`config.mk`:
```
export PLATFORM = sky130hd
export DESIGN_NAME = rv_imem_arb
export DESIGN_NICKNAME = d
export VERILOG_FILES = /design/src/rtl/rv_pkg.sv /design/src/rtl/rv_arb_starve_cnt.sv /design/src/rtl/rv_imem_arb.sv
export SDC_FILE = /design/constraint.sdc
export NUM_CORES = 1
export LEC_CHECK = 0
export BUFFER_PORTS_ARGS = -buffer_cell sky130_fd_sc_hd__buf_2
export CORE_AREA = 4 4 105 107
export CTS_BUF_LIST = sky130_fd_sc_hd__clkbuf_16
export DETAILED_ROUTE_END_ITERATION = 7
export DIE_AREA = 0 0 109 111
export PLACE_DENSITY = 0.71
export RECOVER_POWER = 25
export SYNTH_ARGS = -nofsm -noshare
export SYNTH_HDL_FRONTEND = slang
export SYNTH_HIERARCHICAL = 1
export SYNTH_SLANG_ARGS = --single-unit
```
`constraint.sdc`:
```
create_clock -name i_arb_clk -period 3.1 [get_ports i_arb_clk]
set_input_delay 0.93 -clock i_arb_clk [delete_from_list [all_inputs] [get_ports i_arb_clk]]
set_output_delay 0.93 -clock i_arb_clk [all_outputs]
set_load 0.005 [all_outputs]
```
`src/rtl/rv_pkg.sv`:
```
// Package shared by the instruction-memory arbiter slice.
//   RV_XLEN      : default data/address width
//   ARB_BE_ALL   : full-word byte enable used for every read
//   arb_owner_e  : owner of the read response pending for the next cycle
package rv_pkg;

    localparam int unsigned RV_XLEN    = 32;
    localparam logic [3:0]  ARB_BE_ALL = 4'hF;

    typedef enum logic [1:0] {
        ARB_OWN_NONE = 2'd0,
        ARB_OWN_IF   = 2'd1,
        ARB_OWN_LD   = 2'd2
    } arb_owner_e;

endpackage

```
`src/rtl/rv_arb_starve_cnt.sv`:
```
// Saturating 4-bit starvation counter for the fetch port.
// Ports:
//   i_cnt_clk     clock
//   i_cnt_rstn    asynchronous active-low reset
//   i_cnt_inc     increment (saturates at LIM)
//   i_cnt_clr     clear to zero (highest priority)
//   i_cnt_hold    freeze the current value (beats inc)
//   o_cnt_at_lim  count equals LIM
module rv_arb_starve_cnt #(
    parameter int unsigned LIM = 4
) (
    input  logic i_cnt_clk,
    input  logic i_cnt_rstn,
    input  logic i_cnt_inc,
    input  logic i_cnt_clr,
    input  logic i_cnt_hold,
    output logic o_cnt_at_lim
);

    localparam logic [3:0] LIM_V = 4'(LIM);

    logic [3:0] cnt_q;

    always_ff @(posedge i_cnt_clk or negedge i_cnt_rstn) begin
        if (!i_cnt_rstn) begin
            cnt_q <= '0;
        end else if (i_cnt_clr) begin
            cnt_q <= '0;
        end else if (!i_cnt_hold && i_cnt_inc && (cnt_q != LIM_V)) begin
            cnt_q <= cnt_q + 4'd1;
        end
    end

    assign o_cnt_at_lim = (cnt_q == LIM_V);

endmodule

```
`src/rtl/rv_imem_arb.sv`:
```
// Arbiter sharing the single-port synchronous instruction SRAM between the
// IF-stage fetch port and the loader/debug port. Loader has priority; a
// starvation counter forces a fetch grant after STARVE_LIM denied cycles;
// a registered lock gives the loader exclusive access.
// Ports:
//   i_arb_clk / i_arb_rstn           clock, async active-low reset
//   i_arb_if_*  / o_arb_if_*         fetch request, grant, stall, response
//   i_arb_ld_*  / o_arb_ld_*         loader request/handshake, lock, response
//   o_arb_mem_* / i_arb_mem_rdata    SRAM command (word address) and read data
module rv_imem_arb
    import rv_pkg::*;
#(
    parameter int unsigned XLEN       = RV_XLEN,
    parameter int unsigned STARVE_LIM = 4
) (
    input  logic            i_arb_clk,
    input  logic            i_arb_rstn,
    input  logic            i_arb_if_req,
    input  logic [XLEN-1:0] i_arb_if_addr,
    output logic            o_arb_if_gnt,
    output logic            o_arb_if_stall,
    output logic            o_arb_if_rvalid,
    output logic [XLEN-1:0] o_arb_if_rdata,
    input  logic            i_arb_ld_valid,
    output logic            o_arb_ld_ready,
    input  logic            i_arb_ld_we,
    input  logic [XLEN-1:0] i_arb_ld_addr,
    input  logic [XLEN-1:0] i_arb_ld_wdata,
    input  logic [3:0]      i_arb_ld_be,
    input  logic            i_arb_ld_lock,
    output logic            o_arb_ld_rvalid,
    output logic [XLEN-1:0] o_arb_ld_rdata,
    output logic            o_arb_mem_en,
    output logic            o_arb_mem_we,
    output logic [3:0]      o_arb_mem_be,
    output logic [XLEN-1:0] o_arb_mem_addr,
    output logic [XLEN-1:0] o_arb_mem_wdata,
    input  logic [XLEN-1:0] i_arb_mem_rdata
);

    logic            lock_q;
    logic            at_lim;
    logic            force_if;
    logic            ld_ready;
    logic            if_gnt;
    logic            cnt_inc;
    logic            cnt_clr;
    logic [XLEN-1:0] sel_addr;
    logic [XLEN-1:0] if_rdata_q;
    logic [XLEN-1:0] ld_rdata_q;
    arb_owner_e      resp_q;
    arb_owner_e      resp_d;

    // Grant
    assign force_if = at_lim & ~lock_q;
    assign ld_ready = i_arb_ld_valid & ~force_if;
    assign if_gnt   = i_arb_if_req & ~ld_ready & ~lock_q;

    assign o_arb_ld_ready = ld_ready;
    assign o_arb_if_gnt   = if_gnt;
    assign o_arb_if_stall = i_arb_if_req & ~if_gnt;

    // Starvation: count denied fetch cycles; clearing during lock keeps the
    // count pinned at zero for the whole locked window.
    assign cnt_inc = i_arb_if_req & ~if_gnt & ~lock_q;
    assign cnt_clr = if_gnt | ~i_arb_if_req | lock_q;

    rv_arb_starve_cnt #(
        .LIM (STARVE_LIM)
    ) u_starve_cnt (
        .i_cnt_clk    (i_arb_clk),
        .i_cnt_rstn   (i_arb_rstn),
        .i_cnt_inc    (cnt_inc),
        .i_cnt_clr    (cnt_clr),
        .i_cnt_hold   (1'b0),
        .o_cnt_at_lim (at_lim)
    );

    // SRAM command mux
    always_comb begin
        o_arb_mem_en    = ld_ready | if_gnt;
        o_arb_mem_we    = 1'b0;
        o_arb_mem_be    = '0;
        o_arb_mem_wdata = '0;
        sel_addr        = '0;
        if (ld_ready) begin
            o_arb_mem_we    = i_arb_ld_we;
            o_arb_mem_be    = i_arb_ld_we ? i_arb_ld_be : ARB_BE_ALL;
            o_arb_mem_wdata = i_arb_ld_wdata;
            sel_addr        = i_arb_ld_addr;
        end else if (if_gnt) begin
            o_arb_mem_be    = ARB_BE_ALL;
            sel_addr        = i_arb_if_addr;
        end
    end

    // Byte address to word address; the low two bits are dropped.
    assign o_arb_mem_addr = sel_addr >> 2;

    // Response owner
    always_comb begin
        resp_d = ARB_OWN_NONE;
        if (ld_ready && !i_arb_ld_we) begin
            resp_d = ARB_OWN_LD;
        end else if (if_gnt) begin
            resp_d = ARB_OWN_IF;
        end
    end

    always_ff @(posedge i_arb_clk or negedge i_arb_rstn) begin
        if (!i_arb_rstn) begin
            lock_q     <= 1'b0;
            resp_q     <= ARB_OWN_NONE;
            if_rdata_q <= '0;
            ld_rdata_q <= '0;
        end else begin
            lock_q <= i_arb_ld_lock;
            resp_q <= resp_d;
            if (resp_q == ARB_OWN_IF) begin
                if_rdata_q <= i_arb_mem_rdata;
            end
            if (resp_q == ARB_OWN_LD) begin
                ld_rdata_q <= i_arb_mem_rdata;
            end
        end
    end

    // During a response cycle the SRAM data is passed straight through so it
    // lines up with rvalid; the registers hold it until the next response.
    assign o_arb_if_rvalid = (resp_q == ARB_OWN_IF);
    assign o_arb_ld_rvalid = (resp_q == ARB_OWN_LD);
    assign o_arb_if_rdata  = o_arb_if_rvalid ? i_arb_mem_rdata : if_rdata_q;
    assign o_arb_ld_rdata  = o_arb_ld_rvalid ? i_arb_mem_rdata : ld_rdata_q;

endmodule

```
==> Yosys cells after proc, flatten, opt, wreduce, memory -nomap -nowiden <==
Cells that the tools add are included.
{ "word_totals": {"register_bits": 71, "inputBits": 138, "output_inout_bits": 139, "wordCells": 41} }
{ "classes": {"addsub": 1, "eq_ne": 4, "n_mux": 13, "bitwise": 14, "reduce_logical": 4} }
{ "ops": {"columns": ["operator", "count"], "rows": [
  ["$mux W32", 5],
  ["$mux W4", 5],
  ["$and A1 B1 Y1", 6],
  ["$not A1 Y1", 5],
  ["$add A4 B1 Y4 const B", 1],
  ["$eq A4 B3 Y1 const B", 1],
  ["$ne A4 B3 Y1 const B", 1],
  ["$or A1 B1 Y1", 3],
  ["$eq A2 B1 Y1 const B", 1],
  ["$eq A2 B2 Y1 const B", 1],
  ["$logic_and A1 B1 Y1", 2],
  ["$mux W1", 2],
  ["$mux W2", 1],
  ["$reduce_bool A2 Y1", 1],
  ["$logic_not A1 Y1", 1]
]} }

==> Longest topological paths before layout <==
{ "depth": {"ltp_word": 13, "mapped_depth": 11, "ltp_nobuf": 9} }

==> Hierarchy <==
Netlist, hierarchy kept.
{ "by_module_without_submodules": {"columns": ["mod", "instances", "cells_each", "area_each_um2", "seq_area_each_um2"], "rows": [
  ["rv_imem_arb", 1, 239, 3204.3, 1676.6],
  ["rv_arb_starve_cnt", 1, 25, 236.5, 100.1]
]} }

==> Worst setup path after synthesis <==
OpenSTA, ideal clock, no wires.
{ "synth_timing": {"kind": "input-to-output", "from": "in i_arb_ld_valid", "to": "out o_arb_mem_addr[13]", "arrival_time_ns": 1.614, "required_ns": 2.170, "setup_slack_ns": 0.556, "path_stages": 5, "n_path_buf": 2, "path_cell_list": "nor2b_1 > buf_4 > nor2_4 > buf_6 > a22o_1"} }
{ "synth_between": {"elab_chain_len": 6} }
{ "synth_rtl": {"columns": ["item", "line_no", "rtl"], "rows": [
  ["start, declared", "rv_imem_arb.sv:24", "input logic i_arb_ld_valid,"],
  ["$and A1 B1 Y1", "rv_imem_arb.sv:56", "assign ld_ready = i_arb_ld_valid & ~force_if;"],
  ["$not A1 Y1", "rv_imem_arb.sv:57", "assign if_gnt = i_arb_if_req & ~ld_ready & ~lock_q;"],
  ["$and A1 B1 Y1 (2 in series)", "rv_imem_arb.sv:57", null],
  ["named net o_arb_if_gnt", "rv_imem_arb.sv:20", "output logic o_arb_if_gnt,"],
  ["$mux W32", "rv_imem_arb.sv:91", "end else if (if_gnt) begin"],
  ["$mux W32", "rv_imem_arb.sv:86", "if (ld_ready) begin"],
  ["end, declared", "rv_imem_arb.sv:36", "output logic [XLEN-1:0] o_arb_mem_addr,"]
]} }
The timed path passes the listed nets, and every way through them passes these cells.

==> Worst setup path in the final report <==
{ "layout_timing": {"from": "reg u_starve_cnt.cnt_q[0]", "to": "out o_arb_mem_addr[0]"} }
{ "layout_between": {"elab_chain_len": 9} }
{ "layout_rtl": {"columns": ["item", "line_no", "rtl"], "rows": [
  ["start, declared", "rv_arb_starve_cnt.sv:22", "logic [3:0] cnt_q;"],
  ["start signal, assigned", "rv_arb_starve_cnt.sv:30", "cnt_q <= cnt_q + 4'd1;"],
  ["$eq A4 B3 Y1 *", "rv_arb_starve_cnt.sv:34", "assign o_cnt_at_lim = (cnt_q == LIM_V);"],
  ["named net at_lim", "rv_imem_arb.sv:42", "logic at_lim;"],
  ["$and A1 B1 Y1 *", "rv_imem_arb.sv:55", "assign force_if = at_lim & ~lock_q;"],
  ["$not A1 Y1 *", "rv_imem_arb.sv:56", null],
  ["$and A1 B1 Y1 *", "rv_imem_arb.sv:56", null],
  ["$not A1 Y1", "rv_imem_arb.sv:57", null],
  ["$and A1 B1 Y1 (2 in series)", "rv_imem_arb.sv:57", null],
  ["$mux W32", "rv_imem_arb.sv:91", null],
  ["$mux W32 *", "rv_imem_arb.sv:86", null]
]} }
The timed path passes the listed nets; every way through them passes the cells marked *.

==> impl_metrics.csv <==
group,metric,value,unit
floorplanning,rows,37,
cts,tritoncts,"done",
cts,cts_buffer_depth,2,
global_routing,grt_pass1_vias,3280,
synthesis,synth_area,3440,µm²
worst_setup_path,crit_chain,"inv_1 > ha_2 > and3b_2 > buf_4 > nor2b_4 > nor2_4 > buf_12 > a22o_4 > buf_2",
placed_design,gp_congestion,0.800,
global_routing,track_usage,0.205,
worst_hold_path,hp-class,"flip-flop to flip-flop",
global_routing,antenna_found_initial,0,
floorplanning,coreArea,10100,µm²
worst_setup_path,slowest_stage,"dfrtp_1",
floorplanning,ios,277,
worst_setup_path,crit_type,"flip-flop to output port",
placed_design,io_buffers,270,
timing,maxSlewViolCount,0,
floorplanning,dieArea,12100,µm²
timing,worstMarginPinSlew,1290,ps
synthesis,avgSynthCellArea,13.0,µm²
global_routing,use_met3,0.0495,
global_routing,grt_pass1_wl,18700,µm
cts,cts-root-buf,"clkbuf_16",
detailed_routing,drt_first_pass_iters,4,
worst_setup_path,path_buf_inv,4,
cts,cts.reportedPaths.clkPinSlew,60,ps
placed_design,preCtsSetupSlack,-26.4,ps
floorplanning,dieHeight,111,µm
timing,hold_viol_final,0,
worst_setup_path,critPathTopFamily,"buffers and inverters",
timing,min_period,3040,ps
global_routing,met2_usage,0.370,
detailed_routing,vias_per_cell,4.73,
cts,cts.htree.levels,3,
cts,holdBufCountCts,0,
layout,drive_gt1_frac,0.579,
power_and_ir_drop,p_leak,2.80,nW
worst_setup_path,cp_slowest_stage_delay,390,ps
detailed_routing,drc,0,
synthesis,synth_cells,264,
timing,worst_slack,60.0,ps
detailed_routing,wl_per_cell,18.5,µm
detailed_routing,drt_iter0_markers,136,
floorplanning,initial_core_util,0.339,
worst_setup_path,worstPathRequired,2170,ps
worst_setup_path,critPathMaxFanout,16,
layout,nFillCells,903,
cts,insertion_delay,330,ps
timing,finalSetupViolations,0,
power_and_ir_drop,ir_drop,0.000270,V
floorplanning,die_w,109,µm
synthesis,synth_cell_types,31,
power_and_ir_drop,power.total,0.00297,W
placed_design,dp_hpwl,10100,µm
timing,fin_crit_sh,0.981,
timing,grt_setup_unrepaired,"true",
detailed_routing,routed_wl,12600,µm
global_routing,grt_max_degree,55,
layout,seq_area,1780,µm²
detailed_routing,ant_nets,0,
timing,relSlewSlack,0.141,
detailed_routing,vias,3224,
cts,cts_made_buffers,9,
worst_setup_path,arrival,2110,ps
run_status,status,"complete, no violations",
synthesis,yosysWarnings,6,
layout,multi_input_area,1520,µm²
worst_setup_path,critPathCaptureType,"output port",
layout,n_antenna_cell,0,
global_routing,overflow,0,
worst_setup_path,critPathLaunchType,"flip-flop",
layout,area_growth,55.1,%
layout,fin_nets,681,
timing,max_freq,329,MHz
power_and_ir_drop,powerDensity,557,nW/µm²
global_routing,busiest_layer,"met2",
timing,finClkSkew,4.79,ps
synthesis,synth-seq-area-share,0.516,
cts,clock_sinks,71,
global_routing,grtUsageMet1,0.221,
run,cap_violations,0,
synthesis,ys_seq_elements,71,
cells by family after synthesis:
family / count (synthesis) / synth area share
adders and majority gates: 2 / 0.00727
buffers and inverters: 27 / 0.0618
DFF: 71 / 0.516
muxes: 64 / 0.209
AOI/OAI and AO/OA: 43 / 0.101
and+or+nand+nor: 56 / 0.103
other: 1 / 0.00109
cells in the mapped netlist:
master	number	area, µm²
nor2_4	1	11.3
nand3_1	1	5.00
and4b_2	1	11.3
inv_4	1	6.26
buf_6	12	135
nor3_1	1	5.00
nor2b_1	8	50.1
or4_1	1	7.51
mux2_2	6	67.6
a21oi_1	4	20.0
o21ai_0	3	15.0
buf_2	4	20.0
o22ai_1	4	25.0
inv_1	5	18.8
o21ai_4	1	16.3
mux2_1	58	653
or3_1	1	6.26
and2_1	33	206
dfrtp_1	71	1780
nand2b_2	1	8.76
buf_4	3	22.5
nor2_1	2	7.51
nand3b_1	1	7.51
a22o_1	30	263
ha_1	2	25.0
clkbuf_2	2	10.0
nand2_1	2	7.51
nand2b_1	2	12.5
conb_1	1	3.75
and3b_1	1	8.76
o21a_1	1	7.51
cell usage in the layout (no fill, tap or decap), types with 2 or more instances in the layout:
master | Yosys | layout
and2_1 | 33 | 33
nand2_1 | 2 | 2
conb_1 | 1 | 4
o22ai_1 | 4 | 4
buf_4 | 3 | 6
nor2_1 | 2 | 2
buf_12 | 0 | 4
nor2b_1 | 8 | 6
a22o_4 | 0 | 3
dfrtp_1 | 71 | 71
nand2b_1 | 2 | 2
clkbuf_16 | 0 | 9
a21oi_1 | 4 | 4
buf_2 | 4 | 269
o21ai_0 | 3 | 3
nor2b_4 | 0 | 2
inv_6 | 0 | 2
a22o_1 | 30 | 27
mux2_2 | 6 | 6
nor2_4 | 1 | 2
inv_1 | 5 | 5
mux2_1 | 58 | 58
bufinv_16 | 0 | 3
report_power, final:
part | leakage, nW | internal (W) | switching (W)
Clock | 0.164 | 0.000787 | 0.000392
Sequential | 0.843 | 0.00109 | 0.0000370
Combinational | 1.79 | 0.000349 | 0.000323
Total | 2.80 | 0.00222 | 0.000752
worst reg2reg max path, stage by stage (launching register included):
cell and delay, ps:
dfrtp_1 390, inv_1 60, ha_2 180, and3b_2 220, buf_4 150, nor2b_4 180, buf_4 170, nand2_1 130
inv_1 90, nand2b_1 120, or4_1 500, a21oi_1 140
sequential cells by signal, indices dropped and copies added, names as in the netlist:
name,flops
if_rdata_q,32
ld_rdata_q,32
u_starve_cnt/cnt_q,4
resp_q,2
lock_q,1
worst paths after layout:
kind | start | to | slack [ps] | cells after the start
setup / recovery | u_starve_cnt/cnt_q[0] | o_arb_mem_addr[0] | 60 | 9
hold / removal | ld_rdata_q[18] | ld_rdata_q[18] | 480 | 1
setup reg to reg | u_starve_cnt/cnt_q[0] | u_starve_cnt/cnt_q[3] | 670 | 11
hold reg to reg | ld_rdata_q[18] | ld_rdata_q[18] | 480 | 1
max in group asynchronous | i_arb_rstn | if_rdata_q[19] | 550 | 2
min in group asynchronous | i_arb_rstn | ld_rdata_q[13] | 740 | 1
final cells by class:
class | count | area share
multi-input combinational | 170 | 0.285
inverter | 6 | 0.00563
clock inverter | 7 | 0.0223
clock buffer | 9 | 0.0422
timing repair inverter | 2 | 0.00281
timing repair buffer | 281 | 0.277
sequential | 71 | 0.333
tap | 136 | 0.0319
per-layer routing:
metal | wire length (µm) | vias up
li1 | - | 1481
met1 | 4280 | 1560
met2 | 6900 | 163
met3 | 1080 | 20
met4 | 350 | 0
met5 | 0 | -
what timing repair did:
action | in CTS | in global routing
hold endpoints to repair | 0 | 0
pin swaps | 2 | 1
setup endpoints to repair | 63 | 21
cloned | 3 | 0
resized for setup | 6 | 5
setup buffers | 4 | 4
per-stage QoR:
stage	hold WS, ps	utilization	setup TNS [ps]	instance area (µm²)	std cells
floorplan	476	-	0	3450	267
global placement	460	0.480	0	4860	656
detailed placement	467	0.480	-50.2	4860	656
CTS	482	0.522	0	5290	679
global route	495	0.526	-23.7	5340	682
finish	476	0.526	0	5340	682
No activity file was read; power rests on OpenSTA's default activity.
